### config.mk
export PLATFORM = sky130hd
export DESIGN_NAME = wb_grf_flat
export DESIGN_NICKNAME = d
export VERILOG_FILES = /design/src/rtl/wb_grf_pkg.sv /design/src/rtl/wb_grf_if.sv /design/src/rtl/wb_grf_load_ext.sv /design/src/rtl/wb_grf.sv /design/src/flat_wrapper.sv
export SDC_FILE = /design/constraint.sdc
export NUM_CORES = 2
export LEC_CHECK = 0
export CORE_MARGIN = 4
export CORE_UTILIZATION = 35
export DETAILED_ROUTE_END_ITERATION = 10
export GPL_TIMING_DRIVEN = 0
export PLACE_DENSITY_LB_ADDON = 0.12
export RECOVER_POWER = 50
export SETUP_SLACK_MARGIN = 0.4
export SLEW_MARGIN = 20
export SYNTH_ARGS = -nofsm -noshare
export SYNTH_HDL_FRONTEND = slang
export SYNTH_SLANG_ARGS = --single-unit
### constraint.sdc
create_clock -name clk -period 3.8 [get_ports clk]
set_input_delay 0.76 -clock clk [delete_from_list [all_inputs] [get_ports clk]]
set_output_delay 0.76 -clock clk [all_outputs]
set_load 0.01 [all_outputs]
### src/rtl/wb_grf_pkg.sv
// ============================================================================
//  Module   : wb_grf_pkg
//  Purpose  : Shared constants for the MIPS write-back stage and register
//             file: load opcodes, write-back source encoding, register count.
//  Revision : 1.0  initial release
// ============================================================================
`default_nettype none

package wb_grf_pkg;

  // Load opcodes (instruction bits [31:26])
  localparam logic [5:0] c_OP_LW  = 6'b100011;
  localparam logic [5:0] c_OP_LB  = 6'b100000;
  localparam logic [5:0] c_OP_LBU = 6'b100100;
  localparam logic [5:0] c_OP_LH  = 6'b100001;
  localparam logic [5:0] c_OP_LHU = 6'b100101;

  // Write-back source select, encoded as {W_con2, W_con1}
  typedef enum logic [1:0] {
    WB_SEL_ALU  = 2'b00,
    WB_SEL_LOAD = 2'b01,
    WB_SEL_PC8  = 2'b10,
    WB_SEL_RSVD = 2'b11
  } wb_sel_e;

  localparam int c_REG_COUNT = 32;

endpackage : wb_grf_pkg

`default_nettype wire

### src/rtl/wb_grf_if.sv
// ============================================================================
//  Module   : wb_grf_if
//  Purpose  : W-stage bundle between the M/W pipeline register, the
//             write-back/register-file block, the D-stage readers and the
//             hazard unit.
//  Revision : 1.0  initial release
// ============================================================================
`default_nettype none

interface wb_grf_if;

  // W-stage pipeline register outputs
  logic [31:0] W_ReadData;
  logic [31:0] W_ALUData;
  logic [4:0]  W_TargetReg;
  logic [2:0]  W_T_new;
  logic [31:0] W_Ins;
  logic [31:0] W_PCAddr;
  logic        W_con1;
  logic        W_con2;

  // D-stage read ports
  logic [4:0]  rs_addr;
  logic [4:0]  rt_addr;
  logic [31:0] rs_data;
  logic [31:0] rt_data;

  // Write-back export and retirement counter
  logic        wb_we;
  logic [4:0]  wb_reg;
  logic [31:0] wb_data;
  logic [31:0] retire_cnt;

  modport master (
    output W_ReadData, W_ALUData, W_TargetReg, W_T_new, W_Ins, W_PCAddr,
           W_con1, W_con2, rs_addr, rt_addr,
    input  rs_data, rt_data, wb_we, wb_reg, wb_data, retire_cnt
  );

  modport slave (
    input  W_ReadData, W_ALUData, W_TargetReg, W_T_new, W_Ins, W_PCAddr,
           W_con1, W_con2, rs_addr, rt_addr,
    output rs_data, rt_data, wb_we, wb_reg, wb_data, retire_cnt
  );

endinterface : wb_grf_if

`default_nettype wire

### src/rtl/wb_grf_load_ext.sv
// ============================================================================
//  Module   : wb_load_ext
//  Purpose  : Sub-word load extraction. Picks the byte/halfword lane named
//             by the low address bits and sign- or zero-extends it; word
//             loads and unknown opcodes pass the raw word through.
//  Revision : 1.0  initial release
// ============================================================================
`default_nettype none

module wb_load_ext
  import wb_grf_pkg::*;
(
  input  logic [31:0] i_word,
  input  logic [1:0]  i_addr,
  input  logic [5:0]  i_opcode,
  output logic [31:0] o_data
);

  logic [7:0]  w_byte;
  logic [15:0] w_half;

  // Byte lane selection; lane 0 is the least-significant byte of the word
  always_comb begin
    w_byte = i_word[7:0];
    case (i_addr)
      2'd0: w_byte = i_word[7:0];
      2'd1: w_byte = i_word[15:8];
      2'd2: w_byte = i_word[23:16];
      2'd3: w_byte = i_word[31:24];
      default: w_byte = i_word[7:0];
    endcase
  end

  // Halfword lane selection; address bit 0 is deliberately ignored
  assign w_half = i_addr[1] ? i_word[31:16] : i_word[15:0];

  // Extension according to the load opcode
  always_comb begin
    o_data = i_word;
    case (i_opcode)
      c_OP_LB:  o_data = {{24{w_byte[7]}}, w_byte};
      c_OP_LBU: o_data = {24'd0, w_byte};
      c_OP_LH:  o_data = {{16{w_half[15]}}, w_half};
      c_OP_LHU: o_data = {16'd0, w_half};
      default:  o_data = i_word;
    endcase
  end

endmodule : wb_load_ext

`default_nettype wire

### src/rtl/wb_grf.sv
// ============================================================================
//  Module   : wb_grf
//  Purpose  : MIPS W stage: selects and extends the write-back value,
//             commits it to the 32x32 register file, serves two
//             combinational D-stage read ports, exports the W write to the
//             hazard unit and counts retired (non-bubble) instructions.
//  Options  : GRF_BYPASS_EN - when defined, a read of the register being
//             written this cycle returns the incoming write-back value.
//  Revision : 1.0  initial release
// ============================================================================
`default_nettype none

module wb_grf
  import wb_grf_pkg::*;
(
  input  logic     clk,
  input  logic     reset,   // asynchronous, active-low
  wb_grf_if.slave  bus
);

  wb_sel_e     w_sel;
  logic [31:0] w_load_data;
  logic [31:0] w_pc8;
  logic [31:0] w_wb_data;
  logic        w_we;
  logic [31:0] w_rs_stored;
  logic [31:0] w_rt_stored;

  logic [31:0] r_regs [1:c_REG_COUNT-1];  // $0 is hard-wired, not stored
  logic [31:0] r_retire_cnt;

  assign w_sel = wb_sel_e'({bus.W_con2, bus.W_con1});
  assign w_pc8 = bus.W_PCAddr + 32'd8;
  assign w_we  = (bus.W_TargetReg != 5'd0);

  wb_load_ext u_load_ext (
    .i_word   (bus.W_ReadData),
    .i_addr   (bus.W_ALUData[1:0]),
    .i_opcode (bus.W_Ins[31:26]),
    .o_data   (w_load_data)
  );

  // Write-back source mux; the reserved encoding falls back to the ALU result
  always_comb begin
    w_wb_data = bus.W_ALUData;
    case (w_sel)
      WB_SEL_ALU:  w_wb_data = bus.W_ALUData;
      WB_SEL_LOAD: w_wb_data = w_load_data;
      WB_SEL_PC8:  w_wb_data = w_pc8;
      WB_SEL_RSVD: w_wb_data = bus.W_ALUData;
      default:     w_wb_data = bus.W_ALUData;
    endcase
  end

  // Register file: asynchronous clear, commit on the rising edge
  always_ff @(posedge clk or negedge reset) begin
    if (!reset) begin
      for (int i = 1; i < c_REG_COUNT; i++) begin
        r_regs[i] <= 32'd0;
      end
    end else if (w_we) begin
      r_regs[bus.W_TargetReg] <= w_wb_data;
    end
  end

  // Retired-instruction counter; bubbles (all-zero instruction) do not count
  always_ff @(posedge clk or negedge reset) begin
    if (!reset) begin
      r_retire_cnt <= 32'd0;
    end else if (bus.W_Ins != 32'd0) begin
      r_retire_cnt <= r_retire_cnt + 32'd1;
    end
  end

  // Stored read values with $0 forced to zero
  always_comb begin
    w_rs_stored = (bus.rs_addr == 5'd0) ? 32'd0 : r_regs[bus.rs_addr];
    w_rt_stored = (bus.rt_addr == 5'd0) ? 32'd0 : r_regs[bus.rt_addr];
  end

`ifdef GRF_BYPASS_EN
  logic w_rs_hit;
  logic w_rt_hit;

  // Same-cycle bypass; suppressed while reset holds the file at zero
  always_comb begin
    w_rs_hit = reset && w_we && (bus.rs_addr == bus.W_TargetReg);
    w_rt_hit = reset && w_we && (bus.rt_addr == bus.W_TargetReg);
  end

  assign bus.rs_data = w_rs_hit ? w_wb_data : w_rs_stored;
  assign bus.rt_data = w_rt_hit ? w_wb_data : w_rt_stored;
`else
  assign bus.rs_data = w_rs_stored;
  assign bus.rt_data = w_rt_stored;
`endif

  assign bus.wb_we      = w_we;
  assign bus.wb_reg     = bus.W_TargetReg;
  assign bus.wb_data    = w_wb_data;
  assign bus.retire_cnt = r_retire_cnt;

endmodule : wb_grf

`default_nettype wire

### src/flat_wrapper.sv
// flat-port wrapper written by rule: the top's interface ports become plain ports
module wb_grf_flat import wb_grf_pkg::*;
  (clk, reset, bus_W_ReadData, bus_W_ALUData, bus_W_TargetReg, bus_W_T_new, bus_W_Ins, bus_W_PCAddr, bus_W_con1, bus_W_con2, bus_rs_addr, bus_rt_addr, bus_rs_data, bus_rt_data, bus_wb_we, bus_wb_reg, bus_wb_data, bus_retire_cnt);
  wb_grf_if bus_i ();
  input  logic clk;
  input  logic reset;
  input wire logic [$bits(bus_i.W_ReadData)-1:0] bus_W_ReadData;
  input wire logic [$bits(bus_i.W_ALUData)-1:0] bus_W_ALUData;
  input wire logic [$bits(bus_i.W_TargetReg)-1:0] bus_W_TargetReg;
  input wire logic [$bits(bus_i.W_T_new)-1:0] bus_W_T_new;
  input wire logic [$bits(bus_i.W_Ins)-1:0] bus_W_Ins;
  input wire logic [$bits(bus_i.W_PCAddr)-1:0] bus_W_PCAddr;
  input wire logic [$bits(bus_i.W_con1)-1:0] bus_W_con1;
  input wire logic [$bits(bus_i.W_con2)-1:0] bus_W_con2;
  input wire logic [$bits(bus_i.rs_addr)-1:0] bus_rs_addr;
  input wire logic [$bits(bus_i.rt_addr)-1:0] bus_rt_addr;
  output wire logic [$bits(bus_i.rs_data)-1:0] bus_rs_data;
  output wire logic [$bits(bus_i.rt_data)-1:0] bus_rt_data;
  output wire logic [$bits(bus_i.wb_we)-1:0] bus_wb_we;
  output wire logic [$bits(bus_i.wb_reg)-1:0] bus_wb_reg;
  output wire logic [$bits(bus_i.wb_data)-1:0] bus_wb_data;
  output wire logic [$bits(bus_i.retire_cnt)-1:0] bus_retire_cnt;
  assign bus_i.W_ReadData = bus_W_ReadData;
  assign bus_i.W_ALUData = bus_W_ALUData;
  assign bus_i.W_TargetReg = bus_W_TargetReg;
  assign bus_i.W_T_new = bus_W_T_new;
  assign bus_i.W_Ins = bus_W_Ins;
  assign bus_i.W_PCAddr = bus_W_PCAddr;
  assign bus_i.W_con1 = bus_W_con1;
  assign bus_i.W_con2 = bus_W_con2;
  assign bus_i.rs_addr = bus_rs_addr;
  assign bus_i.rt_addr = bus_rt_addr;
  assign bus_rs_data = bus_i.rs_data;
  assign bus_rt_data = bus_i.rt_data;
  assign bus_wb_we = bus_i.wb_we;
  assign bus_wb_reg = bus_i.wb_reg;
  assign bus_wb_data = bus_i.wb_data;
  assign bus_retire_cnt = bus_i.retire_cnt;
  wb_grf u_core (.clk(clk), .reset(reset), .bus(bus_i));
endmodule
Word-level counts from Yosys, hierarchy flattened --
Index checks and enable logic that the tools add are counted.
Cells by class: mux-type cells 15, $add $sub $neg 2, magnitude comparators 4, bitwise operators 3, reductions and logical operators 8, equality and inequality tests 10
Operators by type and width (number):
- 992-bit bitwise mux | 1
- 32-bit binary-select mux with 5-bit select | 2
- 32-bit 2-to-1 mux | 7
- 32-bit demux with 5-bit select | 1
- 32-bit one-hot mux with 4 select lines | 1
- 32-bit one-hot mux with 3 select lines | 1
- 32-bit by 1-bit adder with 32-bit output (second input constant) | 1
- 32-bit by 4-bit adder with 32-bit output (second input constant) | 1
- 8-bit one-hot mux with 4 select lines | 1
- 32-bit nonzero test | 1
- 6-bit equality test (second input constant) | 4
- 6-bit >= comparator (second input constant) | 3
- 5-bit inverter with 6-bit output | 3
- 16-bit 2-to-1 mux | 1
- 5-bit zero test | 2
- 2-bit equality test (second input constant) | 4
- 6-bit by 1-bit less-than comparator with 1-bit output (second input constant) | 1
- 5-bit nonzero test | 1
- 2-bit by 1-bit equality test with 1-bit output (second input constant) | 2
- 2-bit zero test | 2
- 2-bit OR reduction | 1
- 1-bit logical AND | 1
Word-level totals: output and inout bits 134, bits of input ports 150, register bits 1024, word-level logic and storage cells 74

Longest topological paths before layout --
depth after elaboration 6, gate-level depth with buffers 11, depth with buffers taken out 7

Modules after synthesis --
From an unflattened synthesis, not the netlist that was laid out.
Second synthesis, totals: cell total of the unflattened synthesis 5076, area total of the unflattened synthesis 55717.2 um^2
By module, submodules not included:
- wb_grf | area each 54702.5 um^2, cells each 4948, seq. area each 25624.6 um^2, times used 1
- wb_load_ext | area each 1014.7 um^2, cells each 128, seq. area each 0.0 um^2, times used 1

Worst setup path after synthesis --
Ideal clock, no wire load.
path kind input-to-output, start point in bus_rt_addr[0], end point out bus_rt_data[0], buffers on the path 3, stages 6, data arrival time 2.901 ns, data required time 3.040 ns, slack 0.139 ns, path through clkbuf_1 clkbuf_1 buf_1 mux4_2 mux2_2 a221o_1
Between the ends: word-level cells in the longest chain between the ends 5, elaborated cells between the ends (all ways) 6, classes of those cells mux: 4; bitwise: 1; reduce/logical: 1
Ends and longest elaborated chain:
- start: declaration | RTL line flat_wrapper.sv:16 | input wire logic [$bits(bus_i.rt_addr)-1:0] bus_rt_addr;
- 5-bit inverter with 6-bit output (implied by the code) | RTL line wb_grf.sv:78 | w_rt_stored = (bus.rt_addr == 5'd0) ? 32'd0 : r_regs[bus.rt_addr];
- 32-bit binary-select mux with 5-bit select | RTL line wb_grf.sv:78
- 32-bit 2-to-1 mux (implied by the code) (2 in a row) | RTL line wb_grf.sv:78
- 32-bit 2-to-1 mux * | RTL line wb_grf.sv:78
- end: declaration | RTL line flat_wrapper.sv:18 | output wire logic [$bits(bus_i.rt_data)-1:0] bus_rt_data;
Every way passes the cells marked *; elsewhere a longest branch is shown, timed or not. The select of a mux whose other input is x is not followed.

Final worst setup path --
start point in bus_W_Ins[28], end point out bus_wb_data[31]
Between the ends: word-level cells in the longest chain between the ends 3, elaborated cells between the ends (all ways) 6, classes of those cells eq/ne: 4; mux: 2
Ends and longest elaborated chain:
- start: declaration | RTL line flat_wrapper.sv:11 | input wire logic [$bits(bus_i.W_Ins)-1:0] bus_W_Ins;
- 6-bit equality test | RTL line wb_grf_load_ext.sv:40 | case (i_opcode)
- 32-bit one-hot mux with 4 select lines * | RTL line wb_grf_load_ext.sv:40
- 32-bit one-hot mux with 3 select lines * | RTL line wb_grf.sv:46 | case (w_sel)
- end: declaration | RTL line flat_wrapper.sv:21 | output wire logic [$bits(bus_i.wb_data)-1:0] bus_wb_data;
Every way passes the cells marked *; elsewhere a longest branch is shown, timed or not.

==> run metrics <==
clock buffer count from CTS 117; leak pwr about 30 nW; # setup viols final 2; Yosys top cell area share 46.6%; FP Rows approximately 150; Die Area roughly 0.16 sq mm; Initial Util between 30% and 40%; CP delay by family, top buffers and inverters; Req. time, crit path ~3.0 ns; Storage cell area approximately 0.026 sq mm; most common cell in the netlist dfrtp_1; Routed WL roughly 240,000 microns; post-route ant nets 0; crit start category primary input; initial antenna violation count 17; busiest grt layer met2; CTS Root Cell clkbuf_16; Setup crit end kind output pin; clk buf depth 3; Hold Path Class flip-flop to flip-flop; I/O pin cnt between 200 and 300; CP arrival slightly above 3 ns; outcome finished with violations; Max FO, Critical Path 5; failing checks max-capacitance violations, max-slew violations, negative setup slack; Port Buf Inserts around 270; relative slew slack -22.3%; final slew viol count between 100 and 150; Mapped Cells around 5,000; Tmin final roughly 3.8 ns; Worst-Skew Late Latency about 0.74 ns; largest net degree at the start of global routing approximately 140; DRT Pass-1 Iters 6; Hold Startpoint u_core.bus.retire_cnt[31]$_DFFE_PN0P_; CTS tree yes; FF-to-FF Start u_core.bus.retire_cnt[6]$_DFFE_PN0P_; vias per cell 5.84; CP max stage delay between 0.5 and 0.6 ns; DIE WIDTH between 400 and 500 microns; Max VDD drop 0.432 mV; worst-margin pin slew ~1.8 ns; Tot GR Track Use between 20 and 30%; nets slightly below 6,000; core area between 0.15 and 0.2 sq mm; first-pass GRT wire length 336,000 microns; hold_ws approximately 0.47 ns; asr flop ratio synth 100%; Multi-input gate area 0.0289 sq mm; met3 Use GR slightly above 7%; flop2flop setup slack approximately 1.7 ns; final period utilization 101%; #FFs+latches synth between 1,000 and 1,500; sequential cell area fraction in the yosys report roughly 47%; die height 404 microns; WL per Instance 30.5 microns; Highest Clock Rate roughly 260 MHz; Synth Cell Area about 0.055 sq mm; critical path class primary input to output pin; share of layout cells above drive strength 1 between 30% and 40%; Final Total Pwr 38.4 mW; number of global-route vias before repair roughly 45,000; Buf/Inv on CP 8; largest area contributor in the netlist dfrtp_1; PnR worst setup slack -0.0199 ns; H-tree Lvls 3; post-synthesis cell type count 71; Area after DPL slightly above 0.06 sq mm; hold violation total from the final report 0; R2R depth 5; worst hold stages 1; Layout area overhead 29.3%; DP HPWL 179,000 microns; Hold Path End u_core.bus.retire_cnt[31]$_DFFE_PN0P_; Post-synth EDFFs 0; Post-Route Utilization around 46%; setup tns final -0.0348 ns; top cells by area, synth dfrtp_1, mux4_2, o21ai_0, nand2_1, mux2_2; dpl cells about 7,400; GR Overflow Total 0; post-route insts no fill ~7,900; Initial DRC Count between 5,000 and 6,000; Power per Cell Area ~540 mW/mm^2; gpl congestion 0.942; skew final 0.0122 ns; Reg clk slew, reported paths about 0.06 ns; max_cap viols 1; slowest CP cell or4_4; Post-Syn Nets 5,198; worst slack at placement -1.95 ns; CTS Sinks roughly 1,000; Mean Syn Cell Area between 10 and 15 sq um; Yosys warnings 0; design area about 0.071 sq mm; GR Util met1 40.5%; fill count about 15,000; most frequent cells after synthesis dfrtp_1, nand2_1, o21ai_0, mux4_2, clkbuf_1; RSZ-0062 raised after global routing yes; vias post-DR about 46,000; Synth Flop Type dfrtp_1; met2 Track Usage GR between 40% and 50%; CP Cell Sequence clkbuf_2 -> or4_4 -> buf_8 -> a311o_2 -> o21ai_4 -> clkbuf_16 -> buf_8 -> o32ai_4 -> buf_12 -> buf_12 -> clkinv_8 -> buf_6; drt drc 0; FF-to-FF End u_core.bus.retire_cnt[22]$_DFFE_PN0P_
## sequential cells by signal, summed over array words and instances (netlist names)
register / cells
u_core.r_regs: 992
u_core.bus.retire_cnt: 32
## cell families (layout without fill, tap and decap cells)
family / count (synthesis) / in the layout / share of synthesized area (%)
AND/OR/NAND/NOR: 1308 / 1308 / 9.71
AO/OA/AOI/OAI: 1305 / 1305 / 13.6
flip-flops: 1024 / 1024 / 46.6
multiplexers: 809 / 809 / 25.4
buffers and inverters: 560 / 1321 / 4.04
XOR/XNOR: 34 / 34 / 0.541
adder cells (fa/ha/maj): 4 / 4 / 0.0910
other: 0 / 9 / 0
## repair_timing
item	CTS	global route
endpoints found under the hold margin	66	0
cloned	11	10
pin swaps	100	104
setup buffers	131	96
hold buffers	1	0
endpoints found under the setup margin	468	97
gates resized for setup	1308	386
## final cells by class
cell class	count	share of cell area, %
antenna	9	0.0317
buffer	514	5.80
clock buffer	165	4.69
clock inverter	53	1.15
inverter	46	0.359
multi-input combinational	3460	40.6
sequential	1024	36.0
tap	2058	3.62
timing repair buffer	543	7.71
## report_power, final
part | internal (mW) | total, mW | switching (mW) | leakage (nW)
Sequential | 13.4 | 15.3 | 1.94 | 12.9
Clock | 7.24 | 12.3 | 5.08 | 2.03
Combinational | 5.18 | 10.8 | 5.63 | 15.0
Total | 25.8 | 38.4 | 12.6 | 30.0
## placed cells by master, fill, tap and decap left out, types with 50 or more instances in the layout
cell	instances
a21oi_1	170
a221o_1	52
a22oi_1	66
buf_2	52
buf_4	179
buf_6	103
buf_8	50
clkbuf_1	297
clkbuf_16	155
clkbuf_2	72
clkbuf_8	53
clkdlybuf4s50_1	126
dfrtp_1	1024
mux2_2	224
mux2i_1	87
mux4_2	449
nand2_1	915
nor2_1	207
o21ai_0	661
o21ai_1	125
o21ai_2	56
o22ai_2	64
## how the worst max path moves through the flow
stage	from	cells after the start	endpoint
after floorplan	bus_rt_addr[0]	7	bus_rt_data[25]
after global placement	reset	1	u_core.r_regs[657]$_DFFE_PN0P_
after detailed placement	bus_W_con2	11	bus_wb_data[4]
after CTS	bus_rt_addr[2]	6	bus_rt_data[17]
after global routing	bus_W_PCAddr[20]	9	bus_wb_data[30]
final	bus_W_Ins[28]	12	bus_wb_data[31]
## layer usage
layer,up-vias,share of wire (%)
li1,19800,-
met1,23900,42
met2,1950,44
met3,310,9.6
met4,2,3.9
met5,-,0.0054
Note: power is estimated with default switching activity, not from simulation.
